===== src/rtl/sub3_pkg.sv =====
// Shared types and constants for the bit-serial three-operand subtractor.
package sub3_pkg;

  typedef enum logic [1:0] {
    StIdle,
    StRun,
    StDone
  } state_e;

  // Borrow-save state per step: borrow values 0..2.
  localparam int unsigned BW = 2;

  function automatic int unsigned res_width(input int unsigned n);
    return n + 2;
  endfunction

endpackage


===== src/rtl/sub3_cell.sv =====
// One borrow-save step: a - b - c - bin = d - 2*bout, with bout in 0..2.
module sub3_cell
  import sub3_pkg::*;
(
  input  logic          a,
  input  logic          b,
  input  logic          c,
  input  logic [BW-1:0] bin,
  output logic          d,
  output logic [BW-1:0] bout
);

  // s = t + 4 keeps the arithmetic unsigned (0..5); bout = 2 - floor(s/2).
  logic [2:0] s;

  always_comb begin
    s    = 3'd4 + {2'b00, a} - {2'b00, b} - {2'b00, c} - {1'b0, bin};
    d    = s[0];
    bout = 2'd2 - s[2:1];
  end

endmodule


===== src/rtl/serial_sub3.sv =====
// Bit-serial D = A - B - C, LSB first, one bit per clock, valid/ready on both sides.
module serial_sub3
  import sub3_pkg::*;
#(
  parameter int unsigned N = 4
) (
  input  logic                    clk,
  input  logic                    rst_n,
  input  logic                    in_valid,
  output logic                    in_ready,
  input  logic [N-1:0]            a,
  input  logic [N-1:0]            b,
  input  logic [N-1:0]            c,
  output logic                    out_valid,
  input  logic                    out_ready,
  output logic [res_width(N)-1:0] diff
);

  localparam int unsigned RW = res_width(N);
  localparam int unsigned CW = $clog2(N + 2);
  localparam logic [CW-1:0] OpCnt   = CW'(N);
  localparam logic [CW-1:0] LastCnt = CW'(N + 1);

  state_e          state_q;
  logic [N-1:0]    a_q, b_q, c_q;
  logic [CW-1:0]   cnt_q;
  logic [BW-1:0]   bin_q;
  logic [RW-1:0]   res_q;
  logic            in_ready_q, out_valid_q;

  logic            a_bit, b_bit, c_bit;
  logic            d_bit;
  logic [BW-1:0]   bout;

  // Past the operand width the inputs are zero; those steps produce the sign bits.
  always_comb begin
    a_bit = 1'b0;
    b_bit = 1'b0;
    c_bit = 1'b0;
    if (cnt_q < OpCnt) begin
      a_bit = a_q[0];
      b_bit = b_q[0];
      c_bit = c_q[0];
    end
  end

  sub3_cell u_cell (
    .a    (a_bit),
    .b    (b_bit),
    .c    (c_bit),
    .bin  (bin_q),
    .d    (d_bit),
    .bout (bout)
  );

  always_ff @(posedge clk) begin
    if (!rst_n) begin
      state_q     <= StIdle;
      a_q         <= '0;
      b_q         <= '0;
      c_q         <= '0;
      cnt_q       <= '0;
      bin_q       <= '0;
      res_q       <= '0;
      in_ready_q  <= 1'b1;
      out_valid_q <= 1'b0;
    end else begin
      case (state_q)
        StIdle: begin
          if (in_valid) begin
            a_q        <= a;
            b_q        <= b;
            c_q        <= c;
            cnt_q      <= '0;
            bin_q      <= '0;
            res_q      <= '0;
            in_ready_q <= 1'b0;
            state_q    <= StRun;
          end
        end
        StRun: begin
          res_q <= {d_bit, res_q[RW-1:1]};
          a_q   <= a_q >> 1;
          b_q   <= b_q >> 1;
          c_q   <= c_q >> 1;
          bin_q <= bout;
          cnt_q <= cnt_q + CW'(1);
          if (cnt_q == LastCnt) begin
            out_valid_q <= 1'b1;
            state_q     <= StDone;
          end
        end
        StDone: begin
          if (out_ready) begin
            out_valid_q <= 1'b0;
            in_ready_q  <= 1'b1;
            state_q     <= StIdle;
          end
        end
        default: begin
          out_valid_q <= 1'b0;
          in_ready_q  <= 1'b1;
          state_q     <= StIdle;
        end
      endcase
    end
  end

  assign in_ready  = in_ready_q;
  assign out_valid = out_valid_q;
  assign diff      = res_q;

endmodule

===== config.mk =====
export PLATFORM = sky130hd
export DESIGN_NAME = serial_sub3
export DESIGN_NICKNAME = d
export VERILOG_FILES = /design/src/rtl/sub3_pkg.sv /design/src/rtl/sub3_cell.sv /design/src/rtl/serial_sub3.sv
export SDC_FILE = /design/constraint.sdc
export NUM_CORES = 1
export LEC_CHECK = 0
export ABC_AREA = 0
export ABC_CLOCK_PERIOD_IN_PS = 4900
export BUFFER_PORTS_ARGS = -buffer_cell sky130_fd_sc_hd__buf_4
export CAP_MARGIN = 40
export CORE_MARGIN = 3
export CORE_UTILIZATION = 35
export DETAILED_ROUTE_END_ITERATION = 10
export GPL_TIMING_DRIVEN = 0
export SYNTH_ARGS = -nofsm -noshare
export SYNTH_HDL_FRONTEND = slang
export SYNTH_SLANG_ARGS = --single-unit
export TNS_END_PERCENT = 1

===== constraint.sdc =====
create_clock -name clk -period 4.9 [get_ports clk]
set_clock_uncertainty 0.15 [all_clocks]
set_input_delay 0.245 -clock clk [delete_from_list [all_inputs] [get_ports clk]]
set_output_delay 0.245 -clock clk [all_outputs]
set_load 0.05 [all_outputs]

; ---- Yosys cells after proc, flatten, opt, wreduce, memory -nomap -nowiden
; Cells that the tools add are included.
[totals]
reg_bits = 27
input_bits = 16
out_inout_bits = 8
wordCells = 55
[op_classes]
add_sub_neg = 6
order_cmp = 1
eq_ne = 6
muxes = 25
bitwise = 2
reduce_logical = 6
[op_table]
columns = op, n
row1 = $pmux W4 S2, 3
row2 = $mux W4, 3
row3 = $pmux W6 S2, 1
row4 = $reduce_and A3 Y1, 3
row5 = $mux W2, 4
row6 = $mux W1, 7
row7 = $mux W6, 1
row8 = $ne A2 B2 Y1 const B, 3
row9 = $pmux W1 S3, 2
row10 = $pmux W2 S3, 1
row11 = $pmux W3 S2, 1
row12 = $sub A3 B1 Y3, 2
row13 = $pmux W2 S2, 1
row14 = $add A3 B1 Y3 const A, 1
row15 = $add A3 B1 Y3 const B, 1
row16 = $eq A3 B3 Y1 const B, 1
row17 = $lt A3 B3 Y1 const B, 1
row18 = $mux W3, 1
row19 = $sub A3 B2 Y3, 1
row20 = $eq A2 B1 Y1 const B, 1
row21 = $eq A2 B2 Y1 const B, 1
row22 = $logic_not A2 Y1, 1
row23 = $not A1 Y1, 2
row24 = $reduce_and A2 Y1, 1
row25 = other kinds (2), 2

; ---- Logic depth before layout (Yosys ltp)
; Gate-level depths: netlist of the first run.
[depth]
ltp_word = 8
depth_mapped = 7
depth_no_buf = 7

; ---- By module
; From an unflattened synthesis of the first run, not the netlist that was laid out.
[hier_totals]
cells_unflattened = 135
hier_area_um2 = 1292.5
[modules_own_cells]
columns = mod, n_inst, cells_per_inst, area_per_inst_um2, seq_area_each_um2
row1 = serial_sub3, 1, 130, 1232.4, 540.5
row2 = sub3_cell, 1, 5, 60.1, 0.0

; ---- Worst setup path before layout of the first run
; Ideal clock, no wire load.
[synth_path]
path_kind = reg2reg
start = register cnt_q[2]
end = register bin_q[0]
setup_ns = 0.065
arrival_time_ns = 1.827
required_ns = 4.685
path_slack_ns = 2.858
path_stages_with_launch = 8
path_buffers = 0
period_less_slack_ns = 2.042
cell_sequence = dfxtp_1 -> nor2b_1 -> ha_1 -> fa_1 -> inv_1 -> fa_1 -> a2bb2oi_1 -> nor2_1
[synth_between]
elab_chain_cells = 8
elab_cells_between_ends = 10
cone_classes = add/sub: 5 / order compare: 1 / mux: 4
[synth_lines]
columns = element, line
row1 = start: declaration, serial_sub3.sv:26  ; logic [CW-1:0] cnt_q;
row2 = start signal: assignment, serial_sub3.sv:87  ; cnt_q <= cnt_q + CW'(1);
row3 = $lt A3 B3 Y1 (*), serial_sub3.sv:40  ; if (cnt_q < OpCnt) begin
row4 = $mux W1, serial_sub3.sv:40
row5 = $add A3 B1 Y3, sub3_cell.sv:17  ; s = 3'd4 + {2'b00, a} - {2'b00, b} - {2'b00, c} - {1'b0, bin};
row6 = $sub A3 B1 Y3, sub3_cell.sv:17
row7 = $sub A3 B1 Y3 (*), sub3_cell.sv:17
row8 = $sub A3 B2 Y3 (*), sub3_cell.sv:17
row9 = $sub A2 B2 Y2 (*), sub3_cell.sv:19  ; bout = 2'd2 - s[2:1];
row10 = $pmux W2 S2 (*), serial_sub3.sv:68  ; case (state_q)
row11 = end signal: assignment, serial_sub3.sv:86  ; bin_q <= bout;
row12 = end: declaration, serial_sub3.sv:27  ; logic [BW-1:0] bin_q;
; Every way passes the cells marked *; elsewhere a longest branch is shown, timed or not.
; A chain may end at the register's enable or synchronous reset.

; ---- Worst setup path after layout of the first run
; Ends and elaborated chain as after synthesis.

==> summary by stage, run 1 <==
Yosys
The cell area that synthesis handed to floorplanning was 1230 sq um. Yosys attributes the largest share of cell area to sky130_fd_sc_hd__dfxtp_1 44%, sky130_fd_sc_hd__o221a_2 8.2%, sky130_fd_sc_hd__nor2_1 7.6%. The synthesized netlist cell count is 134. The post-synthesis sequential element count is 27. A synthesized cell averages a little over 9 sq um.

The number of nets in the synthesized netlist is roughly 160. Sequential elements use 44.0% of the synthesized area. The share of the synthesized area in the top cell type is between 40% and 50%. The count of different cell masters after synthesis is 28. Yosys printed 0 warnings. The dominant cell type by area after synthesis is sky130_fd_sc_hd__dfxtp_1.

GRT
The number of global-route vias before repair was 981. Entering global routing, the biggest net connects 16 pins. The total congestion overflow is 0.

The first-pass GRT wire length is between 4000 and 5000 um. The number of antenna violations at the first check in global routing came to 0. The overall global routing resource usage is between 10% and 20%.

Power and ir drop
The analysis attributes to cell leakage a power of between 0.6 and 0.7 nW. The proportion of total power due to net switching is a little over a quarter. Internal power comes to 0.000302 W.

Across the VDD grid, the largest voltage drop is 186 uV. In this run the power spent charging and discharging nets is roughly 0.00011 W. The combinational group share of total power is 19.3%. Sequential cells burn around 57% of the power. In this run the power density over the cells is ~280 nW/um^2. Of the total power, the clock network draws 23.3%.

Timing
The timing-limited maximum frequency is between 0.4 and 0.5 GHz. Setup repair after global routing left no endpoint under its margin. The time the final worst path needs with I/O delays and setup is around 2.2 ns.

The worst-margin pin slew is 0.495 ns. The number of setup violations in the final report is 0. The worst pin sits at a relative slew slack of about two thirds. The final-report max-slew violation count is 0.

The aggregate negative setup slack is 0 ns. The number of failing hold endpoints at the final stage is 0. The period utilization is 45.2%.

Finish
The total of fill cells in the finished design is approximately 340. The fraction of final layout cells sized beyond drive strength 1 is between 20% and 30%. Leaving out fill and tap cells, the most frequent cell in the layout is sky130_fd_sc_hd__dfxtp_1. After the last flow step, the layout net total stands at roughly 190. The area of the multi-input gates is around 610 sq um. Cells fill between 40% and 50% of the core in the end. Relative to the synthesized area, the layout overhead comes to 22.4%.

The area taken by flip-flops and latches is roughly 540 sq um. After routing the design area is approximately 1500 sq um. The library cells used most frequently in the layout, excluding fill and tap cells, are 27 x sky130_fd_sc_hd__dfxtp_1, 26 x sky130_fd_sc_hd__buf_4, 25 x sky130_fd_sc_hd__nor2_1. The number of antenna diodes is 0.

Run
The number of violations of the max-capacitance limit is 0.

Detailed routing
In the detailed route, the total length drawn on met2 is about 1200 um. The iteration-0 DRC count of the detailed router is 66. Dividing the detail-routed via count by the number of cells gives approximately 5. The first detailed-routing pass ran for 4 iterations.

For this block, wires on met1 add up to approximately 1300 um. The total number of vias is 1032. After detailed routing, the number of remaining DRC violations is 0. In this run the remaining antenna-violating nets after routing total 0.

After detailed routing, the total wire length is between 2000 and 3000 um. Signal routing reaches up to met4. The routed length per placed instance is 12.7 um. In the detailed route, the total length drawn on met3 is between 100 and 150 um.

Place
The instance area at placement is about 1500 sq um. After legalization and detailed placement, the total HPWL measured 1910 um. The count of buffers inserted at the top-level ports is 23. The last weighted congestion value of the routability-driven placer is approximately 0.7.

Critical path
For the worst setup path, the data required time is 5.02 ns. The largest individual stage delay along the critical path comes from the cell sky130_fd_sc_hd__dfxtp_1. The signal on the critical path passes through nor2b_1 > ha_1 > fa_1 > inv_1 > fa_1 > a2bb2oi_1 > nor2_1. The critical path class is flip-flop to flip-flop. The cell that appears most often on the critical path is sky130_fd_sc_hd__fa_1. STA classifies the critical path endpoint as a flip-flop. The highest fanout seen on the critical path is 8. On the worst path, the slowest cell contributes a delay of 0.48 ns.

The endpoint arrival time on the critical path is roughly 2.3 ns. The startpoint kind of the worst setup timing path is a flip-flop.

Floorplanning
The die height is 65.3 um. The die is 65.3 um wide. The area of the core is ~3200 sq um. Row generation in the floorplan step produced 20 rows. For this configuration, the core starts out at a cell density of a little under two fifths. Pin placement for this block handled 24 I/O pins. The die covers roughly 4300 sq um.

Clock tree
The clock transition time at the flip-flop clock pins of the worst setup and hold paths is approximately 0.15 ns. In this run, post-CTS repair resized a total of 0 instances. The sink count of the clock tree is 27. In this run the number of H-tree levels came out at 1. The buffer type at the clock tree root is sky130_fd_sc_hd__clkbuf_4. The number of buffers inserted for hold repair after clock tree synthesis is 2. The post-CTS setup buffer count is 0. The source-to-sink clock delay at the later pin of the worst-skew pair is 0.33 ns. The clock tree from TritonCTS is built.

No sink is reached through more buffers than the 2 on the longest clock path. Buffers inserted during clock tree synthesis total 3.

Run status
The flow ran to the end, and the final reports show no timing, DRC or antenna violations.

Min path
The classification of the worst-slack hold path is input port to flip-flop.
[layer usage]
| layer | up-vias | track usage (%) |
|---|---|---|
| met5 | - | 0 |
| met4 | 0 | 2.59 |
| met3 | 2 | 3.76 |
| met2 | 13 | 21.9 |
| met1 | 487 | 17.6 |
| li1 | 530 | - |
[final cells by class]
class	count	share of cell area, %
well taps	44	3.66
clock inverters	1	0.333
inverters	5	1.25
clock buffers	3	1.50
plain buffers	9	3.66
repair buffers	25	12.8
multi-input cells	93	40.8
flip-flops and latches	27	35.9
[flip-flops by register name (all words and copies together) (netlist names)]
signal     flops
bin_q          2
diff           6
a_q            4
b_q            4
out_valid      1
c_q            4
state_q        2
cnt_q          3
in_ready       1
[critical path, delay by kind of cell (launching register included)]
kind	cells	cell delay (ns)
adders and majority gates	3	1.13
DFF	1	0.48
and+or+nand+nor	2	0.16
buffers and inverters	1	0.07
AOI/OAI and AO/OA	1	0.16
[synthesized netlist by cell type (all sizes together)]
cell type,n
nand3,2
o21bai,1
nor2,26
fa,2
and2b,1
o21ai,2
a31oi,1
dfxtp,27
clkbuf,3
nor3,1
nor2b,11
a22oi,8
mux2i,1
buf,6
o221a,9
ha,3
a21oi,12
a2bb2oi,4
nand3b,1
nor3b,1
a311oi,1
nand2,3
clkinv,1
nand2b,3
inv,4
[per-stage QoR]
step	hold slack, ns	total power [W]	setup slack [ns]	std cells
2_1_floorplan	0.243	0.000298	2.86	134
3_3_place_gp	0.296	0.000321	2.78	201
3_5_place_dp	0.300	0.000323	2.75	201
4_1_cts	0.00353	0.000421	2.69	207
5_1_grt	0.00820	0.000437	2.61	207
6_report	0.0142	0.000416	2.68	207
[kinds of logic after synthesis]
| logic type | synth area share, % |
|---|---|
| simple gates | 19.3 |
| compound gates | 23.5 |
| flops | 44.0 |
| buf+inv | 6.01 |
| fa+ha+maj | 6.31 |
| mux | 0.815 |
[worst paths after layout]
| kind | slack [ns] | cells past startpoint | startpoint | endpoint |
|---|---|---|---|---|
| setup / recovery | 2.68 | 7 | cnt_q[2] | bin_q[0] |
| hold / removal | 0.01 | 3 | a[3] | a_q[3] |
| setup reg to reg | 2.68 | 7 | cnt_q[2] | bin_q[0] |
| hold reg to reg | 0.31 | 2 | out_valid | out_valid |
[power by group through the flow]
stage	clock, W	sequential, W	combinational, W
floorplan	0	0.000248	0.0000495
global placement	0	0.000243	0.0000782
detailed placement	0	0.000244	0.0000797
CTS	0.000101	0.000239	0.0000814
global route	0.000108	0.000241	0.0000890
finish	0.0000970	0.000239	0.0000805
No activity file was read; power rests on OpenSTA's default activity.
==> inputs of run 2 (changes only) <==
--- a/config.mk
+++ b/config.mk
@@ -5,8 +5,8 @@
 export SDC_FILE = /design/constraint.sdc
 export NUM_CORES = 1
 export LEC_CHECK = 0
-export ABC_AREA = 0
-export ABC_CLOCK_PERIOD_IN_PS = 4900
+export ABC_AREA = 1
+export ABC_CLOCK_PERIOD_IN_PS = 2100
 export BUFFER_PORTS_ARGS = -buffer_cell sky130_fd_sc_hd__buf_4
 export CAP_MARGIN = 40
 export CORE_MARGIN = 3
==> constraint.sdc (replaced) <==
create_clock -name clk -period 2.1 [get_ports clk]
set_clock_uncertainty 0.15 [all_clocks]
set_input_delay 0.105 -clock clk [delete_from_list [all_inputs] [get_ports clk]]
set_output_delay 0.105 -clock clk [all_outputs]
set_load 0.05 [all_outputs]
==> run 2 against run 1 <==
Compared with the run above: largest power group unchanged; setup slack worse by 2.6 ns; fmax up 10%; the run now ends with negative hold slack left; global-route usage up 1.1 points; highest routed layer unchanged; largest cell class unchanged; critical path depth up 1.
==> summary by stage, run 2 <==
GRT
The number of global-route vias before repair came to 1078 (+9.9%). The pin count of the biggest net entering global routing is 15 (-1). The total congestion overflow is 0 (unchanged). The overall global routing resource usage came to 14.5% (+1.1 points).

The first-pass GRT wire length is 4800 um (+7.9%). The number of antenna violations at the first check in global routing is 0 (unchanged).

Detailed routing
The final routed wirelength across all metal layers came to 2840 um (+7.8%). The number of nets still failing antenna checks after routing is 0 (unchanged). The count of unresolved DRC violations after routing is 0 (unchanged). The routed length per placed instance is 10.4 um (-19%). The total number of vias is 1201 (+16%). The first-pass iteration count of the detailed router is 4 (unchanged). The vias per cell was 4.38 (-12%).

The iteration-0 DRC count of the detailed router is 63 (-4.5%).

Clock tree
The maximum level of the CTS H-tree is 1 (unchanged). The sink count of the clock tree is 27 (unchanged). The clock transition time at the flip-flop clock pins of the worst setup and hold paths is 0.09 ns (-0.06 ns). The maximum clock insertion buffer count is 2 (unchanged). The number of buffers inserted during clock tree synthesis is 3 (unchanged). The clock tree from TritonCTS is built.

The tree is rooted in a sky130_fd_sc_hd__clkbuf_8. The source-to-sink clock delay at the later pin of the worst-skew pair is 0.28 ns (-0.05 ns).

Timing
The number of failing hold endpoints at the final stage came to 2 (+2). The time the final worst path needs with I/O delays and setup is 2.01 ns (-0.202 ns). The number of setup violations in the final report came to 0 (unchanged). The final-report max-slew violation count is 0 (unchanged).

The aggregate negative setup slack is 0 ns (unchanged). The post-layout worst setup margin was 0.0856 ns (-2.60 ns). The worst slew margin relative to its limit is 67.1% (+0.068 points). Setup repair after global routing could not meet its margin everywhere. The smallest hold slack is -0.00323 ns (-0.0174 ns). The worst-margin pin slew is 0.494 ns (-0.00102 ns).

The period utilization is 95.9% (+51 points). The timing-limited maximum frequency was 0.496 GHz (+10%).

Critical path
In this design, the largest share of critical-path delay is due to adder cells. Traced cell by cell, the critical path runs through inv_2 > nor2_2 > ha_1 > fa_2 > inv_2 > fa_1 > or2_1 > a21oi_2. The endpoint required time on the critical path is 2.17 ns (-2.85 ns). The highest fanout seen on the critical path is 2 (-6).

STA classifies the critical path endpoint as a flip-flop. The endpoint arrival time on the critical path is 2.08 ns (-0.25 ns). The total buffers and inverters traversed by the critical path was 2 (+1).

The slowest stage of the critical path is the sky130_fd_sc_hd__fa_1 cell. The largest stage delay on the critical path is 0.39 ns (-0.09 ns). The critical path class is flip-flop to flip-flop. The cell type with the highest occurrence count on the critical path is sky130_fd_sc_hd__inv_2.

STA classifies the critical path startpoint as a flip-flop.

Yosys
The dominant cell by count in the synthesized netlist is sky130_fd_sc_hd__nand2_1. The count of different cell masters after synthesis was 18 (-36%). sky130_fd_sc_hd__dfxtp_1 takes more of the synthesized area than any other cell.

The post-synthesis sequential element count was 27 (unchanged). The share of the synthesized area in the top cell type is 41.9% (-2.1 points). Among all flip-flop cells after synthesis, the most frequent one is sky130_fd_sc_hd__dfxtp_1.

By count the netlist is led by 64 x sky130_fd_sc_hd__nand2_1, 27 x sky130_fd_sc_hd__dfxtp_1, 27 x sky130_fd_sc_hd__inv_1, 26 x sky130_fd_sc_hd__a21oi_1, 16 x sky130_fd_sc_hd__nor2_1. The netlist area before placement is 1290 sq um (+4.9%). The post-synthesis async set-or-reset flop share came to 0% (unchanged). The mean post-synth cell area is 6.75 sq um (-26%).

The total number of yosys warnings is 0 (unchanged). The proportion of synthesized chip area in sequential cells was 41.9% (-2.1 points). In the post-synthesis netlist, the biggest area contributors are sky130_fd_sc_hd__dfxtp_1 42%, sky130_fd_sc_hd__nand2_1 19%, sky130_fd_sc_hd__a21oi_1 10%. The synthesized netlist cell count came to 191 (+43%).

The post-synth net total is 212 (+37%). The number of enable flip-flop cells after synthesis was 0 (unchanged).

Floorplanning
The die span in x was 66.7 um (+2.2%). The number of rows in the core area is 21 (+5.0%). The die height was 66.7 um (+2.2%). The full die area was 4450 sq um (+4.4%). The initial core utilization came to 37.4% (-0.92 points).

The area of the core is 3440 sq um (+7.5%). The number of I/O pins is 24 (unchanged).

Power and ir drop
The reported leakage power is 0.788 nW (+27%). The cell area power density is 638 nW/um^2 (+130%). The largest vdd supply drop came to 434 uV (+130%). The total power consumption of the routed design was 0.00107 W (+160%).

Place
The count of buffers inserted at the top-level ports was 23 (unchanged). The pre-CTS setup slack is -0.0824 ns (-2.83 ns). The last weighted congestion value of the routability-driven placer is 0.758 (+8.2%).

The total instance count after detailed placement is 260 (+29%). The half-perimeter wire length after detailed placement is 2060 um (+7.8%).

Run status
The final reports fail on negative hold slack. The run finished, with violations left.

Finish
The count of placed standard cells in the final layout, fillers left out came to 274 (+32%). The number of antenna diodes is 0 (unchanged). The fraction of final layout cells sized beyond drive strength 1 is 20.6% (-6.4 points).

Compared with the post-synthesis result, the final layout area differs by 30.2%. The number of flip-flops in the largest register was 6 (unchanged). The total of fill cells in the finished design is 379 (+10%). The count of nets after finishing came to 250 (+35%).

Leaving out fill and tap cells, the most frequent cell in the layout is sky130_fd_sc_hd__nand2_1. Leaving out fill and tap cells, the most frequent cells in the layout are 63 x sky130_fd_sc_hd__nand2_1, 25 x sky130_fd_sc_hd__inv_1, 25 x sky130_fd_sc_hd__buf_4, 25 x sky130_fd_sc_hd__a21oi_1, 25 x sky130_fd_sc_hd__dfxtp_1.

Run
The number of violations of the max-capacitance limit came to 0 (unchanged).

Min path
The path class of the tightest hold or removal check is input port to flip-flop.
## run 2: cell types whose count changed in the layout (fill, tap and decap cells not counted), moves of 8 or more
| cell | change |
|---|---|
| sky130_fd_sc_hd__nor2b_1 | -11 |
| sky130_fd_sc_hd__o221a_2 | -9 |
| sky130_fd_sc_hd__a22oi_1 | -8 |
| sky130_fd_sc_hd__inv_1 | +21 |
| sky130_fd_sc_hd__nor2_1 | -10 |
| sky130_fd_sc_hd__a21oi_1 | +13 |
| sky130_fd_sc_hd__nand2_1 | +60 |
## run 2: tightest hold or removal path, delay by kind of cell
kind | cells | cell delay (ns)
buf+inv | 2 | 0.10
compound gates | 1 | 0.06
simple gates | 2 | 0.13
## run 2: area by class of cell
class	count	area, sq um	share of cell area (%)
multi-input cells	126	608	36.2
plain buffers	7	35.0	2.09
clock buffers	4	45.0	2.68
well taps	46	57.6	3.43
repair buffers	33	270	16.1
inverters	31	116	6.94
flip-flops and latches	27	546	32.5
## run 2: cells by family after synthesis
group / after synthesis / share of synthesized area (%)
buf+inv: 38 / 11.7
fa+ha+maj: 5 / 6.02
simple gates: 92 / 28.7
flops: 27 / 41.9
compound gates: 29 / 11.6
## run 2: power breakdown
| part | switching [W] | internal, W | leakage [nW] |
|---|---|---|---|
| logic | 0.000125 | 0.0000930 | 0.543 |
| registers | 0.0000142 | 0.000541 | 0.222 |
| clock network | 0.000161 | 0.000136 | 0.0228 |
## run 2: timing repair
action	CTS	global route
hold buffers	9	0
resized for setup	3	5
hold endpoints to repair	9	0
setup endpoints to repair	1	1
setup buffers	1	0
pin swaps	2	1
## run 2: worst paths after layout
kind | cells after the start | slack, ns | startpoint | endpoint
max | 8 | 0.09 | b_q[0] | bin_q[0]
max reg2reg | 8 | 0.09 | b_q[0] | bin_q[0]
min reg2reg | 2 | 0.32 | diff[0] | diff[0]
min | 5 | -0.003 | b[0] | b_q[0]
## run 2: per-layer routing
layer	share of wire, %	vias to the layer above	routed length (um)	GRT usage [%]
met5	0	-	0	0
met4	1.7	0	47	5.33
met3	5.8	5	164	4.05
met2	44	22	1260	23.1
met1	48	526	1370	18.5
li1	-	648	-	-
## run 2: metrics by stage
| step | utilization [%] | hold slack (ns) | area, sq um |
|---|---|---|---|
| floorplan | - | 0.0976 | 1290 |
| global placement | 44.2 | 0.211 | 1520 |
| detailed placement | 44.2 | 0.215 | 1520 |
| CTS | 48.5 | 0.000862 | 1670 |
| global route | 48.7 | 0.0189 | 1680 |
| finish | 48.7 | -0.00323 | 1680 |
==> inputs of run 3 (changes only) <==
--- a/config.mk
+++ b/config.mk
@@ -12,7 +12,7 @@
 export CORE_MARGIN = 3
 export CORE_UTILIZATION = 35
 export DETAILED_ROUTE_END_ITERATION = 10
-export GPL_TIMING_DRIVEN = 0
+export SETUP_SLACK_MARGIN = 0.4
 export SYNTH_ARGS = -nofsm -noshare
 export SYNTH_HDL_FRONTEND = slang
 export SYNTH_SLANG_ARGS = --single-unit
==> run 3 against run 2 <==
Compared with the run above: the flow now finishes without violations; non-clock buffer count unchanged; highest routed layer unchanged; global-route usage down 0.38 points; critical path type unchanged; largest cell class unchanged; die area unchanged; utilization up 0.65 points; first-iteration DRC count up 9.5%; critical endpoint unchanged; worst hold slack better by 0.0088 ns; fmax up 0.14%; total power down 0.15%; combinational power about the same.
==> summary by stage, run 3 (same netlist as run 2, synthesis figures left out) <==
Critical path
The endpoint required time on the critical path is 2.16 ns (about the same). The endpoint kind of the worst setup timing path is a flip-flop. The highest fanout seen on the critical path is 2 (unchanged). The startpoint kind of the worst setup timing path is a flip-flop. The critical path in this run is classified as flip-flop to flip-flop. The depth of the worst register-to-register path is 8 (unchanged). The internal reg-to-reg setup slack was 0.09 ns (about the same). The worst register-to-register path ends at bin_q[0].

The origin of the critical flop-to-flop path is b_q[0]. The endpoint arrival time on the critical path is 2.07 ns (about the same).

Floorplanning
The number of I/O pins is 24 (unchanged). The area of the core is 3440 sq um (unchanged). The initial core utilization was 37.4% (unchanged).

The number of rows in the core area is 21 (unchanged). The die height is 66.7 um (unchanged). The die span in x came to 66.7 um (unchanged). The full die area is 4450 sq um (unchanged).

Power and ir drop
The sequential share of power is 52.5% (+0.7 points). The largest vdd supply drop is 406 uV (-6.4%). The share of total power in the clock network is 27.4% (-0.4 points).

The design internal power is 0.000775 W (+0.60%). The cell area power density is 629 nW/um^2 (-1.5%). The proportion of total power due to net switching is 27.6% (-0.54 points).

The reported leakage power came to 0.794 nW (+0.79%). The combinational group share of total power was 20.1% (-0.3 points). The reported net switching power came to 0.000295 W (-2.1%).

Place
The half-perimeter wire length after detailed placement is 1930 um (-6.3%). The count of buffers inserted at the top-level ports is 23 (unchanged). The last weighted congestion value of the routability-driven placer was 0.743 (-2.0%).

The pre-CTS setup slack is 0.0739 ns (+0.156 ns). The instance area at placement came to 1520 sq um (-0.16%).

GRT
The total congestion overflow is 0 (unchanged). The overall global routing resource usage is 14.1% (-0.38 points). The first-pass GRT wire length came to 4770 um (-0.58%). The pin count of the biggest net entering global routing is 17 (+2). The number of global-route vias before repair came to 1040 (-3.5%). The number of antenna violations at the first check in global routing came to 0 (unchanged).

Timing
The timing-limited maximum frequency was 0.497 GHz (+0.14%). The time the final worst path needs with I/O delays and setup is 2.01 ns (-0.00277 ns). The number of setup violations in the final report is 0 (unchanged). The number of failing hold endpoints at the final stage is 0 (-2). The aggregate negative setup slack is 0 ns (unchanged). The worst slew margin relative to its limit is 65.9% (-1.2 points). Setup repair after global routing could not meet its margin everywhere. The final-report max-slew violation count is 0 (unchanged). The post-layout worst setup margin is 0.0884 ns (+0.00277 ns). The worst-margin pin slew is 0.511 ns (+0.0173 ns). The period utilization is 95.8% (-0.13 points).

The smallest hold slack is 0.00555 ns (+0.00878 ns).

Clock tree
The sink count of the clock tree is 27 (unchanged). The post-CTS setup buffer count was 0 (-1). The clock tree from TritonCTS is built.

The cell sitting at the root of the clock tree is a sky130_fd_sc_hd__clkbuf_8. The clock transition time at the flip-flop clock pins of the worst setup and hold paths was 0.09 ns (about the same). The maximum level of the CTS H-tree came to 1 (unchanged).

The source-to-sink clock delay at the later pin of the worst-skew pair is 0.27 ns (about the same). The maximum clock insertion buffer count is 2 (unchanged). The number of buffers inserted during clock tree synthesis was 3 (unchanged).

Min path
In this run the most critical hold path is launched from c[0]. For hold timing, the worst endpoint is c_q[0]. The count of cells along the worst hold path was 5 (unchanged). The classification of the worst-slack hold path is input port to flip-flop.

Detailed routing
The number of nets still failing antenna checks after routing is 0 (unchanged). The first-pass iteration count of the detailed router was 4 (unchanged). The final routed wirelength across all metal layers is 2770 um (-2.3%). The vias per cell is 4.29 (-2.2%). The iteration-0 DRC count of the detailed router is 69 (+9.5%). The count of unresolved DRC violations after routing is 0 (unchanged). The routed length per placed instance is 10.1 um (-2.3%). The total number of vias is 1175 (-2.2%).

Finish
The count of nets after finishing is 250 (unchanged). The growth of design area from synthesis to finish is 31.9%. The top cell types in the final layout, fill and taps aside, are 63 x sky130_fd_sc_hd__nand2_1, 27 x sky130_fd_sc_hd__buf_4, 26 x sky130_fd_sc_hd__a21oi_1. The number of flip-flops in the largest register is 6 (unchanged).

The area of the multi-input gates is 604 sq um (-0.62%). The area taken by flip-flops and latches is 544 sq um (-0.23%). The number of antenna diodes is 0 (unchanged).

The final non-filler cell area was 1700 sq um (+1.3%). The leading cell type in the layout, fill and taps excluded is sky130_fd_sc_hd__nand2_1. The total of fill cells in the finished design is 374 (-1.3%). The fraction of final layout cells sized beyond drive strength 1 is 19.7% (-0.88 points).

Run
The number of violations of the max-capacitance limit is 0 (unchanged).

Run status
The run finished with clean final reports.
-- run 3: cell types whose count changed in the layout (fill, tap and decap cells not counted), sizes merged --
cell,change
clkbuf,-2
buf,-2
dlygate4sd3,+4
-- run 3: cell type report --
| cell class | count | share of cell area, % |
|---|---|---|
| Sequential cell | 27 | 32.0 |
| Timing Repair Buffer | 40 | 19.6 |
| Multi-Input combinational cell | 126 | 35.5 |
| Inverter | 31 | 6.84 |
| Clock buffer | 4 | 2.65 |
| Tap cell | 46 | 3.38 |
-- run 3: per-layer routing --
metal / part of all wire, % / track usage, %
met4: 1.4 / 3.81
met5: 0 / 0
met3: 3.0 / 4.05
met2: 43 / 20.0
met1: 53 / 20.6
-- run 3: power by group through the flow --
stage          registers (W)  logic [W]  clock network [W]
3_5_place_dp        0.000571   0.000196                  0
6_report            0.000561   0.000215           0.000293
2_1_floorplan       0.000579   0.000128                  0
5_1_grt             0.000565   0.000250           0.000328
3_3_place_gp        0.000571   0.000194                  0
4_1_cts             0.000560   0.000216           0.000309
-- run 3: worst max-delay path by stage --
stage          startpoint        to  depth (start not counted)
4_1_cts            b_q[0]  bin_q[0]                          8
6_report           b_q[0]  bin_q[0]                          8
3_5_place_dp       b_q[0]  bin_q[0]                          8
5_1_grt            b_q[0]  bin_q[0]                          8
2_1_floorplan    cnt_q[2]  bin_q[0]                          7
3_3_place_gp       b_q[0]  bin_q[0]                          8
-- run 3: timing repair --
| item | in CTS | in global routing |
|---|---|---|
| endpoints found under the hold margin | 15 | 0 |
| hold buffers | 13 | 0 |
| pin swaps | 1 | 0 |
| gates resized for setup | 0 | 5 |
| setup endpoints to repair | 3 | 18 |
-- run 3: critical path, cell delays in order, from the launching register on --
cell and delay (ns):
sky130_fd_sc_hd__dfxtp_2 0.33, sky130_fd_sc_hd__inv_2 0.03, sky130_fd_sc_hd__nor2_2 0.09, sky130_fd_sc_hd__ha_1 0.24
sky130_fd_sc_hd__fa_2 0.34, sky130_fd_sc_hd__inv_2 0.06, sky130_fd_sc_hd__fa_1 0.39, sky130_fd_sc_hd__or2_1 0.21
sky130_fd_sc_hd__a21oi_1 0.11
-- run 3: stage by stage --
stage               instances  total power [W]  util [%]
finish                    274          0.00107      49.4
CTS                       274          0.00108      49.2
detailed placement        257         0.000768      44.1
global route              274          0.00114      49.4
global placement          257         0.000765      44.1
floorplan                 191         0.000707         -
